### src/rtl/pdm_capture_sequencer.sv
// -----------------------------------------------------------------------------
// pdm_capture_sequencer
//
// Run/stop sequencer for the PDM mic-array capture path (pdm_clk domain).
// Gates the microphone clock, throws away samples taken while the mics are
// still waking up, masks disabled channels and forwards the raw channel
// bit-vectors as framed AXI-Stream beats. The capture side cannot stall, so
// a 2-entry output buffer absorbs downstream backpressure and samples that do
// not fit are dropped and counted.
//
// Ports
//   pdm_clk         capture clock, rising edge
//   io_reset        asynchronous active-high reset
//   enable          level, 1 = capture requested
//   chan_mask       per-channel enable, 0 forces that data bit to 0
//   s_axis_tvalid   sample strobe from the capture path (no tready)
//   s_axis_tdata    raw channel bits
//   mic_clk_en      enables the mic clock output driver
//   m_axis_*        output stream (tvalid/tready/tdata/tlast)
//   busy            sequencer is not idle
//   overflow_count  dropped samples since reset, saturating
//
// state | meaning
// ------+-----------------------------------------------------------------
// IDLE  | mic clock off, input ignored, waiting for enable
// WAKE  | mic clock running, samples discarded until wake-up time elapses
// RUN   | every input sample is masked and pushed into the output buffer
// STOP  | finish the current frame, then drain the buffer and go idle
// -----------------------------------------------------------------------------
module pdm_capture_sequencer #(
    parameter int NUM_MIC_PAIRS    = 4,
    parameter int AXI_STREAM_BYTES = 1,
    parameter int WAKE_CYCLES      = 48000,
    parameter int FRAME_LEN        = 256
) (
    input  logic                            pdm_clk,
    input  logic                            io_reset,
    input  logic                            enable,
    input  logic [2*NUM_MIC_PAIRS-1:0]      chan_mask,
    input  logic                            s_axis_tvalid,
    input  logic [8*AXI_STREAM_BYTES-1:0]   s_axis_tdata,
    output logic                            mic_clk_en,
    output logic                            m_axis_tvalid,
    input  logic                            m_axis_tready,
    output logic [8*AXI_STREAM_BYTES-1:0]   m_axis_tdata,
    output logic                            m_axis_tlast,
    output logic                            busy,
    output logic [15:0]                     overflow_count
);

    localparam int DW  = 8 * AXI_STREAM_BYTES;
    localparam int CW  = 2 * NUM_MIC_PAIRS;
    localparam int WCW = $clog2(WAKE_CYCLES + 1);
    localparam int FCW = $clog2(FRAME_LEN);

    localparam logic [1:0] S_IDLE = 2'd0;
    localparam logic [1:0] S_WAKE = 2'd1;
    localparam logic [1:0] S_RUN  = 2'd2;
    localparam logic [1:0] S_STOP = 2'd3;

    logic [1:0]     state_q, state_d;
    logic [WCW-1:0] wake_cnt_q, wake_cnt_d;
    logic [FCW-1:0] frame_cnt_q, frame_cnt_d;
    logic [15:0]    ovf_cnt_q, ovf_cnt_d;
    logic [1:0]     count_q, count_d;
    logic [DW:0]    head_q, head_d;
    logic [DW:0]    tail_q, tail_d;

    logic           push, pop, accept, drop, is_last;
    logic [DW-1:0]  masked;
    logic [DW:0]    entry;

    always_comb begin
        masked = '0;
        masked[CW-1:0] = s_axis_tdata[CW-1:0] & chan_mask;
    end

    assign is_last = (frame_cnt_q == FCW'(FRAME_LEN - 1));
    assign entry   = {is_last, masked};

    always_comb begin
        state_d    = state_q;
        wake_cnt_d = wake_cnt_q;
        push       = 1'b0;
        case (state_q)
            S_IDLE: begin
                if (enable) begin
                    state_d    = S_WAKE;
                    wake_cnt_d = WCW'(WAKE_CYCLES - 1);
                end
            end
            S_WAKE: begin
                if (!enable) begin
                    state_d = S_IDLE;
                end else if (wake_cnt_q == '0) begin
                    state_d = S_RUN;
                end else begin
                    wake_cnt_d = wake_cnt_q - WCW'(1);
                end
            end
            S_RUN: begin
                push = s_axis_tvalid;
                if (!enable) begin
                    state_d = S_STOP;
                end
            end
            default: begin
                // A zero frame count means we sit on a frame boundary, so
                // nothing more is pushed; wait for the buffer to empty.
                if (frame_cnt_q != '0) begin
                    push = s_axis_tvalid;
                end else if (count_q == 2'd0) begin
                    state_d = S_IDLE;
                end
            end
        endcase
    end

    assign pop    = (count_q != 2'd0) && m_axis_tready;
    assign accept = push && ((count_q != 2'd2) || pop);
    assign drop   = push && !accept;

    always_comb begin
        frame_cnt_d = frame_cnt_q;
        if (accept) begin
            frame_cnt_d = is_last ? '0 : frame_cnt_q + FCW'(1);
        end
        ovf_cnt_d = ovf_cnt_q;
        if (drop && (ovf_cnt_q != 16'hFFFF)) begin
            ovf_cnt_d = ovf_cnt_q + 16'd1;
        end
    end

    // Two-entry buffer; the head register drives the stream outputs directly.
    always_comb begin
        head_d  = head_q;
        tail_d  = tail_q;
        count_d = count_q;
        case ({accept, pop})
            2'b10: begin
                if (count_q == 2'd0) begin
                    head_d = entry;
                end else begin
                    tail_d = entry;
                end
                count_d = count_q + 2'd1;
            end
            2'b01: begin
                head_d  = tail_q;
                count_d = count_q - 2'd1;
            end
            2'b11: begin
                if (count_q == 2'd1) begin
                    head_d = entry;
                end else begin
                    head_d = tail_q;
                    tail_d = entry;
                end
            end
            default: ;
        endcase
    end

    always_ff @(posedge pdm_clk or posedge io_reset) begin
        if (io_reset) begin
            state_q     <= S_IDLE;
            wake_cnt_q  <= '0;
            frame_cnt_q <= '0;
            ovf_cnt_q   <= '0;
            count_q     <= 2'd0;
            head_q      <= '0;
            tail_q      <= '0;
        end else begin
            state_q     <= state_d;
            wake_cnt_q  <= wake_cnt_d;
            frame_cnt_q <= frame_cnt_d;
            ovf_cnt_q   <= ovf_cnt_d;
            count_q     <= count_d;
            head_q      <= head_d;
            tail_q      <= tail_d;
        end
    end

    assign busy           = (state_q != S_IDLE);
    assign mic_clk_en     = busy;
    assign m_axis_tvalid  = (count_q != 2'd0);
    assign m_axis_tdata   = head_q[DW-1:0];
    assign m_axis_tlast   = head_q[DW];
    assign overflow_count = ovf_cnt_q;

endmodule

### config.mk
export PLATFORM = sky130hd
export DESIGN_NAME = pdm_capture_sequencer
export DESIGN_NICKNAME = d
export VERILOG_FILES = /design/src/rtl/pdm_capture_sequencer.sv
export SDC_FILE = /design/constraint.sdc
export NUM_CORES = 1
export LEC_CHECK = 0
export ABC_AREA = 0
export CAP_MARGIN = 0
export CELL_PAD_IN_SITES_DETAIL_PLACEMENT = 1
export CELL_PAD_IN_SITES_GLOBAL_PLACEMENT = 2
export CORE_MARGIN = 1.5
export CORE_UTILIZATION = 41
export DETAILED_ROUTE_END_ITERATION = 16
export DONT_BUFFER_PORTS = 1
export PLACE_DENSITY = 0.8
export SYNTH_ARGS = -nofsm -noshare
export SYNTH_HDL_FRONTEND = slang
export SYNTH_SLANG_ARGS = --single-unit
### constraint.sdc
create_clock -name pdm_clk -period 2.85 [get_ports pdm_clk]
set_input_delay 0 -clock pdm_clk [delete_from_list [all_inputs] [get_ports pdm_clk]]
set_output_delay 0 -clock pdm_clk [all_outputs]
set_load 0.005 [all_outputs]
==> results_dict.tcl <==
set metrics [dict create \
    rows 34 \
    worst_ep_arrival_time_ns 2.51 \
    post-route-period-util 0.7978 \
    fin_setup_tns_ns 0 \
    synth-seq-cells 62 \
    synth_top_flop_cell "dfrtp_1" \
    cts_buffers 9 \
    worstSetupPathType "flop to flop" \
    placed_area_mm2 0.003764 \
    cts.clk_slew.worst_paths_ns 0.08 \
    grt_max_degree 33 \
    design_area_mm2 0.004101 \
    avgViaCountPerCell 5.895 \
    dieArea_mm2 0.009461 \
    layout_min_cycle_time_ns 2.274 \
    slew_headroom 0.3621 \
    power_leakage_uw 0.001810 \
    end_kind "flop" \
    seq_area_frac_synth 0.4258 \
    fill_cells 967 \
    diodes 0 \
    status "complete, no violations" \
    syn_to_final_growth_pct 12.57 \
    ys_async_sr_fraction 1.000 \
    hold_viol 0 \
    cts_tree "built" \
    path_max_fanout 15 \
    ir_worst_vdd_v 0.0003734 \
    final_util 0.4726 \
    die_w_um 97.27 \
    antenna_found_initial 0 \
    clockBufferDepth 2 \
    synthTopCellsByArea "dfrtp_1, mux2_2, xor2_1, and3_1, ha_1" \
    drive_gt1_frac 0.1757 \
    setup_viol 0 \
    yosysWarnings 0 \
    cp_data_required_time_ns 3.09 \
    hold_path_depth 2 \
    worstSetupStartpointType "flop" \
    synth_area_mm2 0.003643 \
    rr_worst_depth 6 \
    track_usage 0.1994 \
    portBuffers 0 \
    cap_violations 0 \
    slew_violations 0 \
    synth_nets 379 \
    start_util 0.4198 \
    core_area_mm2 0.008678 \
    grt-ovfl-total 0 \
    rsz0062_at_grt "false" \
    nets 393 \
    power.density_mw_per_mm2 757.1 \
    fmax_mhz 439.8 \
    clkSinkCount 62 \
    routed_wl_mm 8.871 \
    clk-insertion-delay-late_ns 0.35 \
    grt_pass1_vias 2916 \
    syn_area_per_cell_um2 10.38 \
    yosysTopAreaCell "dfrtp_1" \
    place.gp.congestion 0.7769 \
    yosysUniqueCellTypes 61 \
    wl_per_cell_um 18.56 \
    synthesis.instances 351 \
    ant_nets 0 \
    synth-edff-count 0 \
    hold_class "input pin to flop" \
    h-tree-depth 3 \
    io_pins 49 \
    dr.pass1.iters 4 \
    die_h_um 97.27 \
    drtIter0Drc 110 \
    drc 0 \
    vias 2818 \
    cts.repair.resized 0 \
    place_hpwl_mm 6.224 \
    clock_skew_ns 0.009990 \
    grt_pass1_wl_mm 15.18 \
    synth_top_area_share 0.4258 \
    worst_pin_slew_ns 0.9328 \
    clockRootBuffer "clkbuf_8" \
]
[cell usage after synthesis, drive strengths merged (3+ instances only)]
| cell type | n |
|---|---|
| a2111oi | 9 |
| a211oi | 7 |
| a21oi | 13 |
| a221o | 8 |
| a31oi | 6 |
| and2 | 12 |
| and3 | 16 |
| and4 | 6 |
| buf | 7 |
| clkbuf | 10 |
| dfrtp | 62 |
| ha | 7 |
| inv | 17 |
| mux2 | 19 |
| mux2i | 6 |
| nand2 | 21 |
| nand2b | 7 |
| nand3 | 13 |
| nand4 | 8 |
| nor2 | 12 |
| nor2b | 5 |
| nor3 | 8 |
| nor4 | 5 |
| nor4b | 5 |
| o21ai | 12 |
| o31ai | 3 |
| or3 | 4 |
| or4b | 3 |
| xnor2 | 5 |
| xor2 | 13 |
[stage by stage]
stage | total power, uW | setup WS (ns) | std cells | hold slack (ns)
floorplan | 1960 | 0.8821 | 351 | 0.2901
global placement | 2162 | 0.6020 | 451 | 0.02369
detailed placement | 2212 | 0.5579 | 451 | 0.02058
CTS | 3138 | 0.5569 | 478 | 0.006489
global route | 3313 | 0.3446 | 478 | 0.03174
finish | 3105 | 0.5762 | 478 | 0.01954
[final timing paths]
kind | start | to | slack (ns)
worst max register to register | frame_cnt_q[0] | overflow_count[14] | 0.58
max in group asynchronous | io_reset | frame_cnt_q[6] | 1.94
worst min-delay path | chan_mask[4] | tail_q[4] | 0.02
min in group asynchronous | io_reset | overflow_count[1] | 0.21
worst min register to register | count_q[0] | count_q[0] | 0.51
worst max-delay path | frame_cnt_q[0] | overflow_count[14] | 0.58
[registers in the layout (all words and copies together), names as in the netlist]
name and count:
frame_cnt_q 8, tail_q 9, wake_cnt_q 16, state_q 2, head_q 9, overflow_count 16
count_q 2
[power breakdown]
part / total (uW) / leakage, uW / switching, uW / internal, uW
Sequential: 1310 / 0.000774 / 236 / 1080
Combinational: 896 / 0.000921 / 462 / 434
Clock: 898 / 0.000115 / 393 / 504
Total: 3110 / 0.00181 / 1090 / 2010
[critical path: stages (launching register included)]
cell	delay, ns
dfrtp_1	0.43
inv_1	0.07
ha_1	0.15
or4b_4	0.51
o2111ai_4	0.53
nor3_1	0.15
mux2_4	0.32
[logic make-up (layout without fill, tap and decap cells)]
group / count (synthesis) / after routing / synth area share
AOI/OAI and AO/OA: 76 / 76 / 0.1720
DFF: 62 / 62 / 0.4258
buffers and inverters: 34 / 53 / 0.04018
adders and majority gates: 7 / 7 / 0.02404
muxes: 25 / 25 / 0.07623
and+or+nand+nor: 129 / 129 / 0.2184
xor gates and xnor gates: 18 / 18 / 0.04327
[layout by cell type (no fill, tap or decap), types with 10 or more instances in the layout]
cell	n
nor2_1	12
inv_1	16
dfrtp_1	62
nand2_1	21
nand3_1	13
mux2_2	17
dlygate4sd3_1	11
o21ai_0	11
a21oi_1	10
and3_1	16
xor2_1	13
[routing by layer]
metal | global-route usage | routed length [um]
met1 | 0.2760 | 4372
met2 | 0.3093 | 4002
met3 | 0.05468 | 385
met4 | 0.05385 | 109
met5 | 0 | 0
[layout make-up]
| class | instances | area [um^2] | area share |
|---|---|---|---|
| Multi-Input combinational cell | 255 | 1946 | 0.4744 |
| Sequential cell | 62 | 1551 | 0.3783 |
| Timing Repair Buffer | 20 | 177.7 | 0.04332 |
| Tap cell | 108 | 135.1 | 0.03295 |
| Clock buffer | 9 | 123.9 | 0.03020 |
| Clock inverter | 7 | 103.9 | 0.02532 |
| Inverter | 17 | 63.81 | 0.01556 |
[repair_timing]
action | CTS | global route
hold endpoints to repair | 35 | 0
hold buffers | 11 | 0
setup buffers | 0 | 0
Power figures use the tool's default switching activity.
